[src/rtl/ex_stage_hs.sv]
// Handshaked integer execute stage: single-cycle ALU ops plus a fixed-latency
// multiply/MAC path, feeding a valid/ready output register towards MEM.
module ex_stage_hs #(
    parameter int XLEN    = 32,
    parameter int IMM_W   = 16,
    parameter int REG_AW  = 5,
    parameter int MUL_LAT = 4
) (
    input  logic              clk,
    input  logic              rst,
    input  logic              in_valid,
    output logic              in_ready,
    input  logic              flush,
    input  logic [3:0]        op,
    input  logic [XLEN-1:0]   src1,
    input  logic [XLEN-1:0]   src2,
    input  logic [XLEN-1:0]   src3,
    input  logic [XLEN-1:0]   pc,
    input  logic [IMM_W-1:0]  imm,
    input  logic [REG_AW-1:0] rd_addr,
    input  logic              reg_write,
    input  logic              mem_read,
    input  logic              mem_write,
    input  logic              mem_to_reg,
    input  logic              branch,
    input  logic [XLEN-1:0]   store_data,
    output logic              out_valid,
    input  logic              out_ready,
    output logic [XLEN-1:0]   alu_out,
    output logic [XLEN-1:0]   branch_addr,
    output logic [XLEN-1:0]   store_data_o,
    output logic [REG_AW-1:0] rd_addr_o,
    output logic              reg_write_o,
    output logic              mem_read_o,
    output logic              mem_write_o,
    output logic              mem_to_reg_o,
    output logic              branch_taken_o,
    output logic              busy
);
    localparam int CNT_W = (MUL_LAT > 1) ? $clog2(MUL_LAT) : 1;

    typedef enum logic {IDLE, BUSY} state_t;

    typedef struct packed {
        logic [3:0]        op;
        logic [XLEN-1:0]   src1;
        logic [XLEN-1:0]   src2;
        logic [XLEN-1:0]   src3;
        logic [XLEN-1:0]   pc;
        logic [IMM_W-1:0]  imm;
        logic [REG_AW-1:0] rd;
        logic              reg_write;
        logic              mem_read;
        logic              mem_write;
        logic              mem_to_reg;
        logic              branch;
        logic [XLEN-1:0]   store_data;
    } req_t;

    state_t            state, state_d;
    logic [CNT_W-1:0]  cnt, cnt_d;
    req_t              in_req, hold, cur;
    logic              out_free, accept, mul_path, load;
    logic [XLEN-1:0]   product, alu_d, imm_ext;
    logic              src_eq, taken_d;

    always_comb begin
        in_req.op         = op;
        in_req.src1       = src1;
        in_req.src2       = src2;
        in_req.src3       = src3;
        in_req.pc         = pc;
        in_req.imm        = imm;
        in_req.rd         = rd_addr;
        in_req.reg_write  = reg_write;
        in_req.mem_read   = mem_read;
        in_req.mem_write  = mem_write;
        in_req.mem_to_reg = mem_to_reg;
        in_req.branch     = branch;
        in_req.store_data = store_data;
    end

    assign out_free = !out_valid || out_ready;
    assign accept   = in_valid && in_ready;
    // MUL_LAT==1 sends multiplies straight to the output like any ALU op.
    assign mul_path = (op == 4'd3 || op == 4'd4) && (MUL_LAT > 1);

    // NOTE: sequential state uses non-blocking assignments so every flop
    // samples pre-edge values regardless of process ordering.
    always_ff @(posedge clk or posedge rst) begin
        if (rst) begin
            state <= IDLE;
            cnt   <= '0;
        end else begin
            state <= state_d;
            cnt   <= cnt_d;
        end
    end

    // NOTE: defaults first so no path through the block leaves a variable
    // unassigned, which would otherwise infer a latch.
    always_comb begin
        state_d = state;
        cnt_d   = cnt;
        if (flush) begin
            state_d = IDLE;
            cnt_d   = '0;
        end else begin
            case (state)
                IDLE: if (accept && mul_path) begin
                    state_d = BUSY;
                    cnt_d   = CNT_W'(MUL_LAT - 1);
                end
                BUSY: if (cnt > CNT_W'(1)) begin
                    cnt_d = cnt - CNT_W'(1);
                end else if (out_free) begin
                    state_d = IDLE;
                    cnt_d   = '0;
                end
                default: state_d = IDLE;
            endcase
        end
    end

    always_comb begin
        busy     = (state == BUSY);
        in_ready = !rst && !flush && (state == IDLE) && out_free;
        load     = !flush && ((state == IDLE && accept && !mul_path) ||
                              (state == BUSY && cnt == CNT_W'(1) && out_free));
    end

    // NOTE: the operand hold register has no reset; it is only read in BUSY,
    // which is always entered by writing it first.
    always_ff @(posedge clk) begin
        if (accept && mul_path) hold <= in_req;
    end

    assign cur     = (state == BUSY) ? hold : in_req;
    assign product = cur.src1 * cur.src2;
    assign src_eq  = (cur.src1 == cur.src2);
    assign imm_ext = {{(XLEN-IMM_W){cur.imm[IMM_W-1]}}, cur.imm};

    always_comb begin
        case (cur.op)
            4'd0:       alu_d = cur.src1 & cur.src2;
            4'd1:       alu_d = cur.src1 | cur.src2;
            4'd2:       alu_d = cur.src1 + cur.src2;
            4'd3:       alu_d = product;
            4'd4:       alu_d = product + cur.src3;
            4'd5, 4'd6: alu_d = cur.src1 - cur.src2;
            4'd7:       alu_d = XLEN'(cur.src1 < cur.src2);
            default:    alu_d = '0;
        endcase
        taken_d = cur.branch && ((cur.op == 4'd5 && src_eq) || (cur.op == 4'd6 && !src_eq));
    end

    always_ff @(posedge clk or posedge rst) begin
        if (rst) begin
            out_valid      <= 1'b0;
            alu_out        <= '0;
            branch_addr    <= '0;
            store_data_o   <= '0;
            rd_addr_o      <= '0;
            reg_write_o    <= 1'b0;
            mem_read_o     <= 1'b0;
            mem_write_o    <= 1'b0;
            mem_to_reg_o   <= 1'b0;
            branch_taken_o <= 1'b0;
        end else if (flush) begin
            out_valid <= 1'b0;
        end else if (load) begin
            out_valid      <= 1'b1;
            alu_out        <= alu_d;
            branch_addr    <= cur.pc + (imm_ext << 2);
            store_data_o   <= cur.store_data;
            rd_addr_o      <= cur.rd;
            reg_write_o    <= cur.reg_write;
            mem_read_o     <= cur.mem_read;
            mem_write_o    <= cur.mem_write;
            mem_to_reg_o   <= cur.mem_to_reg;
            branch_taken_o <= taken_d;
        end else if (out_ready) begin
            out_valid <= 1'b0;
        end
    end
endmodule

[config.mk]
export PLATFORM = sky130hd
export DESIGN_NAME = ex_stage_hs
export DESIGN_NICKNAME = d
export VERILOG_FILES = /design/src/rtl/ex_stage_hs.sv
export SDC_FILE = /design/constraint.sdc
export NUM_CORES = 2
export LEC_CHECK = 0
export CORE_MARGIN = 2
export CORE_UTILIZATION = 30
export CTS_CLUSTER_DIAMETER = 150
export DETAILED_ROUTE_END_ITERATION = 7
export HOLD_SLACK_MARGIN = 0.02
export MAX_ROUTING_LAYER = met4
export SLEW_MARGIN = 10
export SYNTH_ARGS = -nofsm -noshare
export SYNTH_HDL_FRONTEND = slang
export SYNTH_SLANG_ARGS = --single-unit
[constraint.sdc]
create_clock -name clk -period 9.8 [get_ports clk]
set_clock_uncertainty 0.15 [all_clocks]
set_input_delay 1.47 -clock clk [delete_from_list [all_inputs] [get_ports clk]]
set_output_delay 1.47 -clock clk [all_outputs]
set_load 0.1 [all_outputs]
### Word level (Yosys, flattened, before mapping)

Index checks and enable logic that the tools add are counted.

| storage, ports and cells | value |
|---|---|
| flip-flop bits (word level) | 300 |
| input bits | 195 |
| output and inout bits | 109 |
| logic and storage cells | 92 |

| cells by class | value |
|---|---|
| add/subtract/negate cells | 5 |
| multipliers | 1 |
| magnitude comparators | 2 |
| eq/ne operators | 13 |
| muxes and demuxes | 15 |
| bitwise logic cells | 4 |
| reductions and logical operators | 27 |

Operators with widths:

| cell | count |
|---|---|
| $pmux W32 S7 | 1 |
| $mux W190 | 1 |
| $add A32 B32 Y32 | 3 |
| $and A32 B32 Y32 | 1 |
| $eq A32 B32 Y1 | 1 |
| $lt A32 B32 Y1 | 1 |
| $mul A32 B32 Y32 | 1 |
| $or A32 B32 Y32 | 1 |
| $sub A32 B32 Y32 | 1 |
| $eq A4 B3 Y1 const B | 5 |
| $logic_and A1 B1 Y1 | 13 |
| $eq A4 B2 Y1 const B | 3 |
| $mux W2 | 4 |
| $mux W1 | 7 |
| $logic_not A1 Y1 | 5 |
| $eq A4 B1 Y1 const B | 1 |
| $logic_not A4 Y1 | 1 |
| $logic_or A1 B1 Y1 | 4 |
| $ne A4 B2 Y1 const B | 1 |
| $pmux W2 S2 | 1 |
| $reduce_and A2 Y1 | 2 |
| $ne A3 B3 Y1 const B | 1 |
| $reduce_bool A3 Y1 | 1 |
| $eq A2 B1 Y1 const B | 1 |
| 5 further kinds | 6 |

### Longest topological paths before layout

| depth | value |
|---|---|
| word-level depth | 11 |
| mapped depth | 42 |
| gate-level depth less buffers | 36 |

### Worst setup path before layout

Ideal clock, no wire load.

| path | value |
|---|---|
| path kind | flip-flop to flip-flop |
| start | reg state (netlist: busy) |
| end | reg alu_out[31] |
| setup time | 122 ps |
| data arrival time | 9,845 ps |
| data required time | 9,528 ps |
| setup slack | -316 ps |
| cell stages (with the launch flop) | 41 |
| buffers on the path | 4 |
| clock period less this slack | 10,116 ps |
| path through | dfrtp_1 > buf_6 > buf_8 > buf_6 > mux2i_2 > inv_1 > clkbuf_1 > ha_1 > fa_1 > inv_1 > fa_1 > fa_1 > inv_1 > fa_1 > ha_1 > ha_1 > inv_1 > fa_1 > [... 5 more ...] > a221o_1 > a31oi_1 > o21bai_1 > a21oi_1 > o21ai_0 > xor2_1 > ha_1 > and4_1 > o211a_1 > nand2_1 > a21o_1 > a31o_2 > o21a_1 > a311o_1 > o21ai_0 > xnor2_1 > a221oi_2 > nor2_2 |

| between the ends | value |
|---|---|
| word-level cells in the longest chain between the ends | 9 |
| elaborated cells on any way between the ends | 28 |
| those cells by class | add/sub: 3; mul: 1; eq/ne: 7; mux: 2; bitwise: 3; reduce/logical: 12 |

RTL lines:

| element | line | RTL |
|---|---|---|
| start: declaration | 60 | `state_t state, state_d;` |
| start signal: assignment | 95 | `state <= state_d;` |
| parallel branches: the longest is 9 deep, another holds $mul A32 B32 Y32 | n/a |  |
| end signal: assignment | 173 | `alu_out <= alu_d;` |
| end: declaration | 29 | `output logic [XLEN-1:0] alu_out,` |

Several ways; the timed one is not identified.
A chain may end at the register's enable or synchronous reset.

### Worst setup path after layout

| path | value |
|---|---|
| start | in src1[12] |
| end | reg alu_out[29] |

| between the ends | value |
|---|---|
| word-level cells in the longest chain between the ends | 4 |
| elaborated cells on any way between the ends | 6 |
| those cells by class | add/sub: 3; mul: 1; mux: 2 |

RTL lines:

| element | line | RTL |
|---|---|---|
| start: declaration | 15 | `input logic [XLEN-1:0] src1,` |
| $mux W190 * | 138 | `assign cur = (state == BUSY) ? hold : in_req;` |
| $mul A32 B32 Y32 | 139 | `assign product = cur.src1 * cur.src2;` |
| $add A32 B32 Y32 | 149 | `4'd4: alu_d = product + cur.src3;` |
| $pmux W32 S7 * | 144 | `case (cur.op)` |

Every way passes the cells marked *; elsewhere a longest branch is shown, timed or not.

==> out/results.ini <==
[finish]
multi_input_area_mm2 = 0.0242
final_cell_mix = inv_1, buf_4, nor2_1, nand2_1, fa_1
final_core_util_pct = 39.4
syn_to_final_growth_pct = 30.2
layout.nets = 5230
regArea_mm2 = 0.00846
fillers = 11400
layout_commonest_cell = inv_1
drive_above_1_share_pct = 18.3

[synth]
synth_area_mm2 = 0.0346
syn-num-nets = 4540
synth_ff_type = edfxtp_1
synth_area_per_cell_um2 = 9.48
synth_top_cell_by_area = fa_1
synth_cells = 3654
async_reset_ff_share_pct = 36.7
ys_warn_count = 0
seq_area_frac_synth_pct = 24.4
ys_ff_latch = 300
yosys-top-cells-area = fa_1, edfxtp_1, ha_1, dfrtp_1, inv_1
synth_edf_count = 190
synth_top_area_share_pct = 23.8
ys_types = 86

[placement]
port_buffers = 303
place_congestion = 0.987
hpwl_um = 110000
pre_cts_ws_ps = -1150

[timing]
slew_headroom_pct = 23.8
tightest_slew_ps = 1110
finalSetupViolations = 0
clock.fmax_ghz = 0.104
hold_viol_final = 0
finalCriticalPeriod_ps = 9630
period_share_pct = 98.2
slew_viol_final = 0
final.setup.worst_slack_ps = 173

[critical_path]
crit_family = adder cells
worstSetupPathType = in -> reg
crit_top_cell = fa_1
crit_buf_inv = 9
cp_max_fo = 7
critPathMaxStageDelay_ps = 560
crit_slowest_cell = fa_1
required_ps = 10080
endpoint_kind = register
cp.arrival_ps = 9910
start_kind = input port

[floorplanning]
ios = 304
dieWidth_um = 344
die_height_um = 344
start_util_pct = 30.2
die_area_mm2 = 0.118
row_count = 124
core_mm2 = 0.115

[clocking]
cts_buffers = 38
clkSlewWorstSetupHoldPaths_ps = 60
cts-root-buf = clkbuf_16
cts_buffer_depth = 3
clock-sinks = 300
clock_latency_ps = 590
htreeDepth = 2
cts_tree = done

[drt]
drt_iter0_drc = 2251
dr.pass1.iters = 6
wire_per_inst_um = 22.9
drt_wl_total_um = 135000
via_per_inst = 5.02
ant_nets = 0
num_vias = 29600
drc_errors = 0

[worst_hold_path]
hold_path.class = reg -> reg

[status]
status = finished clean

[global_routing]
grt_start_max_net_pins = 118
track_usage_pct = 23.2
grt_pass1_wl_um = 197000
grt_overflow = 0
grt_pass1_vias = 30100
antenna_found_initial = 9

[run]
max_cap_violations = 0

[per-stage QoR]
step	hold slack (ps)	cells	setup TNS, ps	instance area (um2)
detailed placement	317	5768	-11800	42600
floorplan	358	3654	0	34700
global route	348	5893	-17.5	45100
finish	327	5896	0	45100
CTS	331	5842	0	44100
global placement	309	5768	-10800	42600
[kinds of logic after synthesis]
group / after synthesis / share of synthesized area, %
AND/OR/NAND/NOR: 1001 / 11.9
adder cells (fa/ha/maj): 691 / 33.9
buffers and inverters: 667 / 7.48
AO/OA/AOI/OAI: 649 / 12.1
flip-flops: 300 / 24.4
multiplexers: 195 / 6.31
XOR/XNOR: 151 / 3.90
[metal layers]
| metal | wire length, um | track usage, % | share of wire, % | vias to the layer above |
|---|---|---|---|---|
| li1 | - | - | - | 13500 |
| met1 | 56500 | 29.8 | 42 | 14700 |
| met2 | 63300 | 36.4 | 47 | 1095 |
| met3 | 9770 | 4.39 | 7.2 | 270 |
| met4 | 5410 | 8.54 | 4.0 | 0 |
| met5 | 0 | - | 0 | - |
[final timing paths]
path                                               from                      endpoint  slack [ps]  depth (start not counted)
min                        store_data_o[23]$_DFFE_PP0P_  store_data_o[23]$_DFFE_PP0P_         330                          2
min reg2reg                store_data_o[23]$_DFFE_PP0P_  store_data_o[23]$_DFFE_PP0P_         330                          2
max                                            src1[12]       alu_out[29]$_DFFE_PP0P_         170                         33
max reg2reg                              busy$_DFF_PP0_       alu_out[29]$_DFFE_PP0P_         370                         36
min in group asynchronous                           rst   branch_addr[20]$_DFFE_PP0P_        1250                          2
max in group asynchronous                           rst   store_data_o[6]$_DFFE_PP0P_        6810                          3
[state kept, by name, summed over array words and instances, names as in the netlist]
signal	flops
hold	190
busy	1
alu_out	32
out_valid	1
branch_addr	32
cnt	2
branch_taken_o	1
mem_write_o	1
mem_to_reg_o	1
rd_addr_o	5
reg_write_o	1
mem_read_o	1
store_data_o	32
[worst min-delay path: stages (launching register included)]
cell,delay (ps)
dfrtp_1,340
nand2_1,40
o21ai_0,60
[synth_stat cells, drive strengths merged (9+ instances only)]
cell and count:
a21oi 155, dfrtp 110, mux2 76, clkbuf 121
fa 412, xor2 42, o221ai 19, buf 31
and2 9, o21ai 188, nand3 23, nor2b 21
o21a 21, nor3 26, nor4 10, o21bai 24
xnor2 107, nand2b 23, o22ai 16, a221oi 16
nor2 441, a211oi 15, o211ai 11, edfxtp 190
a31oi 17, mux2i 119, a221o 19, o31ai 10
a21o 42, inv 499, a22oi 15, clkinv 16
nand2 408, ha 279
[timing repair]
action / CTS / global route
hold buffers: 0 / 0
gates cloned: 0 / 0
endpoints found under the setup margin: 12 / 14
buffers inserted: 5 / 43
pin swaps: 7 / 68
resized for setup: 28 / 136
[final cells by class]
type	count	share of cell area, %
sequential	300	18.8
clock inverter	18	0.386
multi-input combinational	2687	53.7
inverter	515	4.34
clock buffer	51	2.45
tap	1512	4.20
antenna	11	0.0611
timing repair buffer	802	16.1
Power is left out: the tool's default activity adds up to more than one toggle a clock period on the data nets, which glitch-free logic cannot reach.
